===== config.mk =====
export PLATFORM = sky130hd
export DESIGN_NAME = mem_request_arbiter
export DESIGN_NICKNAME = d
export VERILOG_FILES = /design/src/rtl/mem_request_arbiter.sv
export SDC_FILE = /design/constraint.sdc
export NUM_CORES = 1
export LEC_CHECK = 0
export ABC_AREA = 0
export CAP_MARGIN = 20
export CORE_AREA = 2 2 103 105
export DETAILED_ROUTE_END_ITERATION = 6
export DIE_AREA = 0 0 105 107
export PLACE_DENSITY = 0.66
export SLEW_MARGIN = 20
export SYNTH_ARGS = -nofsm -noshare
export SYNTH_HDL_FRONTEND = slang
export SYNTH_SLANG_ARGS = --single-unit

===== constraint.sdc =====
create_clock -name CLK -period 2.3 [get_ports CLK]
set_input_delay 0.46 -clock CLK [delete_from_list [all_inputs] [get_ports CLK]]
set_output_delay 0.46 -clock CLK [all_outputs]
set_load 0.03 [all_outputs]

===== src/rtl/mem_request_arbiter.sv =====
// Grants the single-ported RAM to data or instruction requests and produces
// the ihit/dhit responses, with a per-access timeout and sticky error flag.
module mem_request_arbiter #(
  parameter int unsigned TIMEOUT = 255,
  parameter int unsigned CW      = $clog2(TIMEOUT + 1)
) (
  input  logic        CLK,
  input  logic        nRST,
  input  logic        iREN,
  input  logic [31:0] iaddr,
  input  logic        dREN,
  input  logic        dWEN,
  input  logic [31:0] daddr,
  input  logic [31:0] dstore,
  output logic        ihit,
  output logic        dhit,
  output logic [31:0] iload,
  output logic [31:0] dload,
  output logic        ramREN,
  output logic        ramWEN,
  output logic [31:0] ramaddr,
  output logic [31:0] ramstore,
  input  logic [31:0] ramload,
  input  logic        ram_rdy,
  output logic        timeout_err
);

  typedef enum logic [1:0] {
    IDLE  = 2'd0,
    IBUSY = 2'd1,
    DBUSY = 2'd2
  } state_t;

  state_t        state, state_nxt;
  logic [CW-1:0] cnt, cnt_nxt;
  logic          err_nxt;
  logic          d_req;
  logic          cnt_expired;

  assign d_req       = dREN | dWEN;
  assign cnt_expired = (cnt == CW'(TIMEOUT - 1));

  // State, timeout counter and sticky error register
  always_ff @(posedge CLK or negedge nRST) begin
    if (!nRST) begin
      state       <= IDLE;
      cnt         <= '0;
      timeout_err <= 1'b0;
    end else begin
      state       <= state_nxt;
      cnt         <= cnt_nxt;
      timeout_err <= err_nxt;
    end
  end

  // Next-state and RAM-side/hit decode
  always_comb begin
    state_nxt = state;
    cnt_nxt   = cnt;
    err_nxt   = timeout_err;
    ihit      = 1'b0;
    dhit      = 1'b0;
    iload     = '0;
    dload     = '0;
    ramREN    = 1'b0;
    ramWEN    = 1'b0;
    ramaddr   = '0;
    ramstore  = '0;

    unique case (state)
      IDLE: begin
        // Counter is cleared here so every busy entry starts from zero
        cnt_nxt = '0;
        if (d_req) begin
          state_nxt = DBUSY;
        end else if (iREN) begin
          state_nxt = IBUSY;
        end
      end

      IBUSY: begin
        ramaddr = iaddr;
        // Strobe follows iREN so a flush releases the RAM in the same cycle
        ramREN  = iREN;
        if (!iREN) begin
          state_nxt = IDLE;
        end else if (ram_rdy) begin
          ihit      = 1'b1;
          iload     = ramload;
          state_nxt = IDLE;
        end else if (cnt_expired) begin
          err_nxt   = 1'b1;
          state_nxt = IDLE;
        end else begin
          cnt_nxt = cnt + CW'(1);
        end
      end

      DBUSY: begin
        ramaddr = daddr;
        if (dWEN) begin
          ramWEN   = 1'b1;
          ramstore = dstore;
        end else begin
          ramREN = dREN;
        end
        if (!d_req) begin
          state_nxt = IDLE;
        end else if (ram_rdy) begin
          dhit      = 1'b1;
          dload     = dWEN ? 32'h0 : ramload;
          state_nxt = IDLE;
        end else if (cnt_expired) begin
          err_nxt   = 1'b1;
          state_nxt = IDLE;
        end else begin
          cnt_nxt = cnt + CW'(1);
        end
      end

      default: state_nxt = IDLE;
    endcase
  end

endmodule


==> run_results.csv <==
group,metric,value,unit
run_status,status,"complete, no violations",
cts,cts_buffers,3,
worst_setup_path,r2r_cells,6,
yosys,yosys_warnings,0,
place,io_buffers,266,
worst_setup_path,worstReg2RegEnd,"cnt[3]$_DFFE_PN0P_",
worst_setup_path,crit_top_cell,"buf_4",
layout,drive_above_1_share,0.3260,
layout,final_cell_mix,"137 x buf_4, 131 x clkdlybuf4s50_1, 65 x and2_1, 33 x and3_1, 32 x a22oi_1",
drt,wl_per_cell,15.42,um
power_and_ir_drop,leakagePower,2.253,nW
drt,ant_nets,0,
sta,relSlewSlack,0.5349,
worst_setup_path,required,1840,ps
global_routing,track_usage,0.1772,
hold_path,hold_class,"reg2reg",
place,place_area,0.004611,sq mm
drt,drc,0,
global_routing,grt_pass1_vias,3066,
worst_setup_path,crit_fanout,8,
power_and_ir_drop,power,2.972,mW
sta,timing.fmax,453.9,MHz
yosys,synth_flop_cell,"dfrtp_1",
yosys,synth-seq-cells,11,
die,dieArea,0.01124,sq mm
yosys,yosys.area.top_type,"and2_1",
worst_setup_path,worstPathArrival,1740,ps
place,hpwlAfterDp,8427,um
yosys,synth_area,0.001952,sq mm
worst_setup_path,setup.worst_path.end_class,"primary output",
global_routing,antenna_found_initial,1,
hold_path,hold_depth,1,
sta,holdWs,483.1,ps
place,place_ws,-20.81,ps
yosys,synth_edf_count,0,
cts,htree_levels,1,
cts,cts_tree,"yes",
layout,final_common_cell,"buf_4",
power_and_ir_drop,peakVddDrop,0.2795,mV
global_routing,grt_max_degree,51,
yosys,synth_async_sr_flop_share,1.000,
cts,cts_sinks,11,
layout,stdcell_area,0.004775,sq mm
die,die_w,105,um
sta,period_needed,2203,ps
drt,wl,10490,um
sta,drv_slew,0,
cts,clockBufferDepth,2,
hold_path,min_from,"timeout_err$_DFFE_PN0P_",
drt,drt_iter0_drc,136,
layout,syn_to_final_growth,144.6,%
layout,n_fill_cell,1015,
die,initial_core_util,0.1934,
worst_setup_path,worstSetupPathType,"reg2out",
drt,drt-pass1-iter-count,4,
worst_setup_path,timing.rr.start,"state[1]$_DFFE_PN0P_",
yosys,synth.top_cells.by_area,"and2_1 21%, dfrtp_1 14%, a22oi_1 12%, and3_1 11%, nor2b_1 10%",
die,boundaryPins,267,
global_routing,grt_overflow_total,0,
worst_setup_path,max_stage_delay,430,ps
worst_setup_path,critPathLaunchType,"flip-flop",
sta,fin_crit_sh,0.9579,
power_and_ir_drop,power_density,622.5,mW/mm^2
yosys,synth_nets,418,
yosys,syn_inst,278,
global_routing,grt_pass1_wl,16210,um
yosys,yosysUniqueCellTypes,38,
sta,final_hold_viol_count,0,
die,row_count,37,
yosys,ys_seq_area_frac,0.1410,
drt,vias_per_cell,4.429,
place,gp_congestion,0.9447,
die,core,0.01009,sq mm
yosys,avgSynthCellArea,7.021,sq um
sta,skew,3.161,ps
sta,setup_viol,0,
sta,fin_ws,96.77,ps
drt,vias,3012,
sta,tightest_slew,680.1,ps
cts,clk_latency,240,ps
sta,rsz0062_at_grt,"yes",
cts,ctsHoldBuffers,0,
cts,clkTransAtPathRegs,50,ps
layout,fin_nets,684,
worst_setup_path,cp_slowest_cell,"dfrtp_2",
cts,cts-root-buf,"clkbuf_8",
flow_run,maxCapViolations,0,
die,die_h,107,um
worst_setup_path,r2r_setup_slack,380,ps
yosys,synthDominantCellAreaShare,0.2083,
hold_path,hold-path-endpoint,"timeout_err$_DFFE_PN0P_",
worst_setup_path,crit_chain,"inv_2 -> ha_4 -> nand2_2 -> nor3b_4 -> buf_6 -> buf_4 -> and2_1 -> buf_4",
-- metal layers --
metal	global-route usage	part of all wire
met1	0.2088	0.40
met2	0.3270	0.51
met3	0.04255	0.080
met4	0.03429	0.010
met5	0	0
-- worst max-delay path by stage --
stage | cells after the start | startpoint | endpoint
6_report | 8 | state[0]$_DFFE_PN0P_ | dload[10]
5_1_grt | 7 | state[1]$_DFFE_PN0P_ | iload[22]
4_1_cts | 5 | state[1]$_DFFE_PN0P_ | ramaddr[26]
3_5_place_dp | 6 | ram_rdy | dload[1]
3_3_place_gp | 6 | ram_rdy | dload[27]
2_1_floorplan | 7 | state[1]$_DFFE_PN0P_ | iload[22]
-- power breakdown --
part | leakage [nW] | internal [mW] | total [mW] | switching [mW]
Sequential | 0.148 | 0.224 | 0.266 | 0.0425
Clock | 0.0228 | 0.122 | 0.196 | 0.0739
Combinational | 2.08 | 1.16 | 2.51 | 1.35
Total | 2.25 | 1.51 | 2.97 | 1.46
-- registers in the layout, summed over array words and instances (netlist names) --
| register | flops |
|---|---|
| timeout_err | 1 |
| cnt | 8 |
| state | 2 |
-- repair_timing --
action	4_1_cts	5_1_grt
gates cloned	3	0
gates resized for setup	20	11
setup endpoints to repair	60	75
setup buffers	1	1
pin swaps	1	0
-- synthesized netlist by cell type, types with 2 or more instances --
library cell and n:
nor2b_1 32, clkbuf_1 25, nand2b_1 3, a22oi_1 32
nand3_1 10, nor2_1 3, and2_1 65, or4_1 2
inv_1 5, nand3b_1 2, and3_1 33, o211ai_1 4
a21oi_1 3, buf_6 2, o21ai_0 4, ha_1 6
nand2_1 13, dfrtp_1 11, nand4_1 3, or4b_1 2
-- cell type report --
class / instances / area (sq um) / area share
Sequential cell: 11 / 277.8 / 0.05818
Tap cell: 136 / 170.2 / 0.03564
Timing Repair Buffer: 289 / 2673 / 0.5597
Clock buffer: 4 / 45.04 / 0.009434
Inverter: 5 / 18.77 / 0.003931
Antenna cell: 1 / 2.502 / 0.0005241
Multi-Input combinational cell: 234 / 1588 / 0.3325
-- logic make-up after synthesis --
family / share of synthesized area
AOI/OAI and AO/OA: 0.2013
adders and majority gates: 0.03846
buffers and inverters: 0.07308
DFF: 0.1410
and+or+nand+nor: 0.5462
-- metrics by stage --
stage | setup TNS, ps | util | instances
4_1_cts | 0 | 0.4696 | 678
6_report | 0 | 0.4731 | 680
2_1_floorplan | 0 | - | 278
3_5_place_dp | -234.9 | 0.4569 | 670
5_1_grt | -18.79 | 0.4731 | 680
3_3_place_gp | -76.12 | 0.4569 | 670
-- critical path, delay by kind of cell, from the launching register on --
family	cells	cell delay (ps)
and+or+nand+nor	3	390
DFF	1	430
adders and majority gates	1	150
buffers and inverters	4	520
Power figures use the tool's default switching activity.
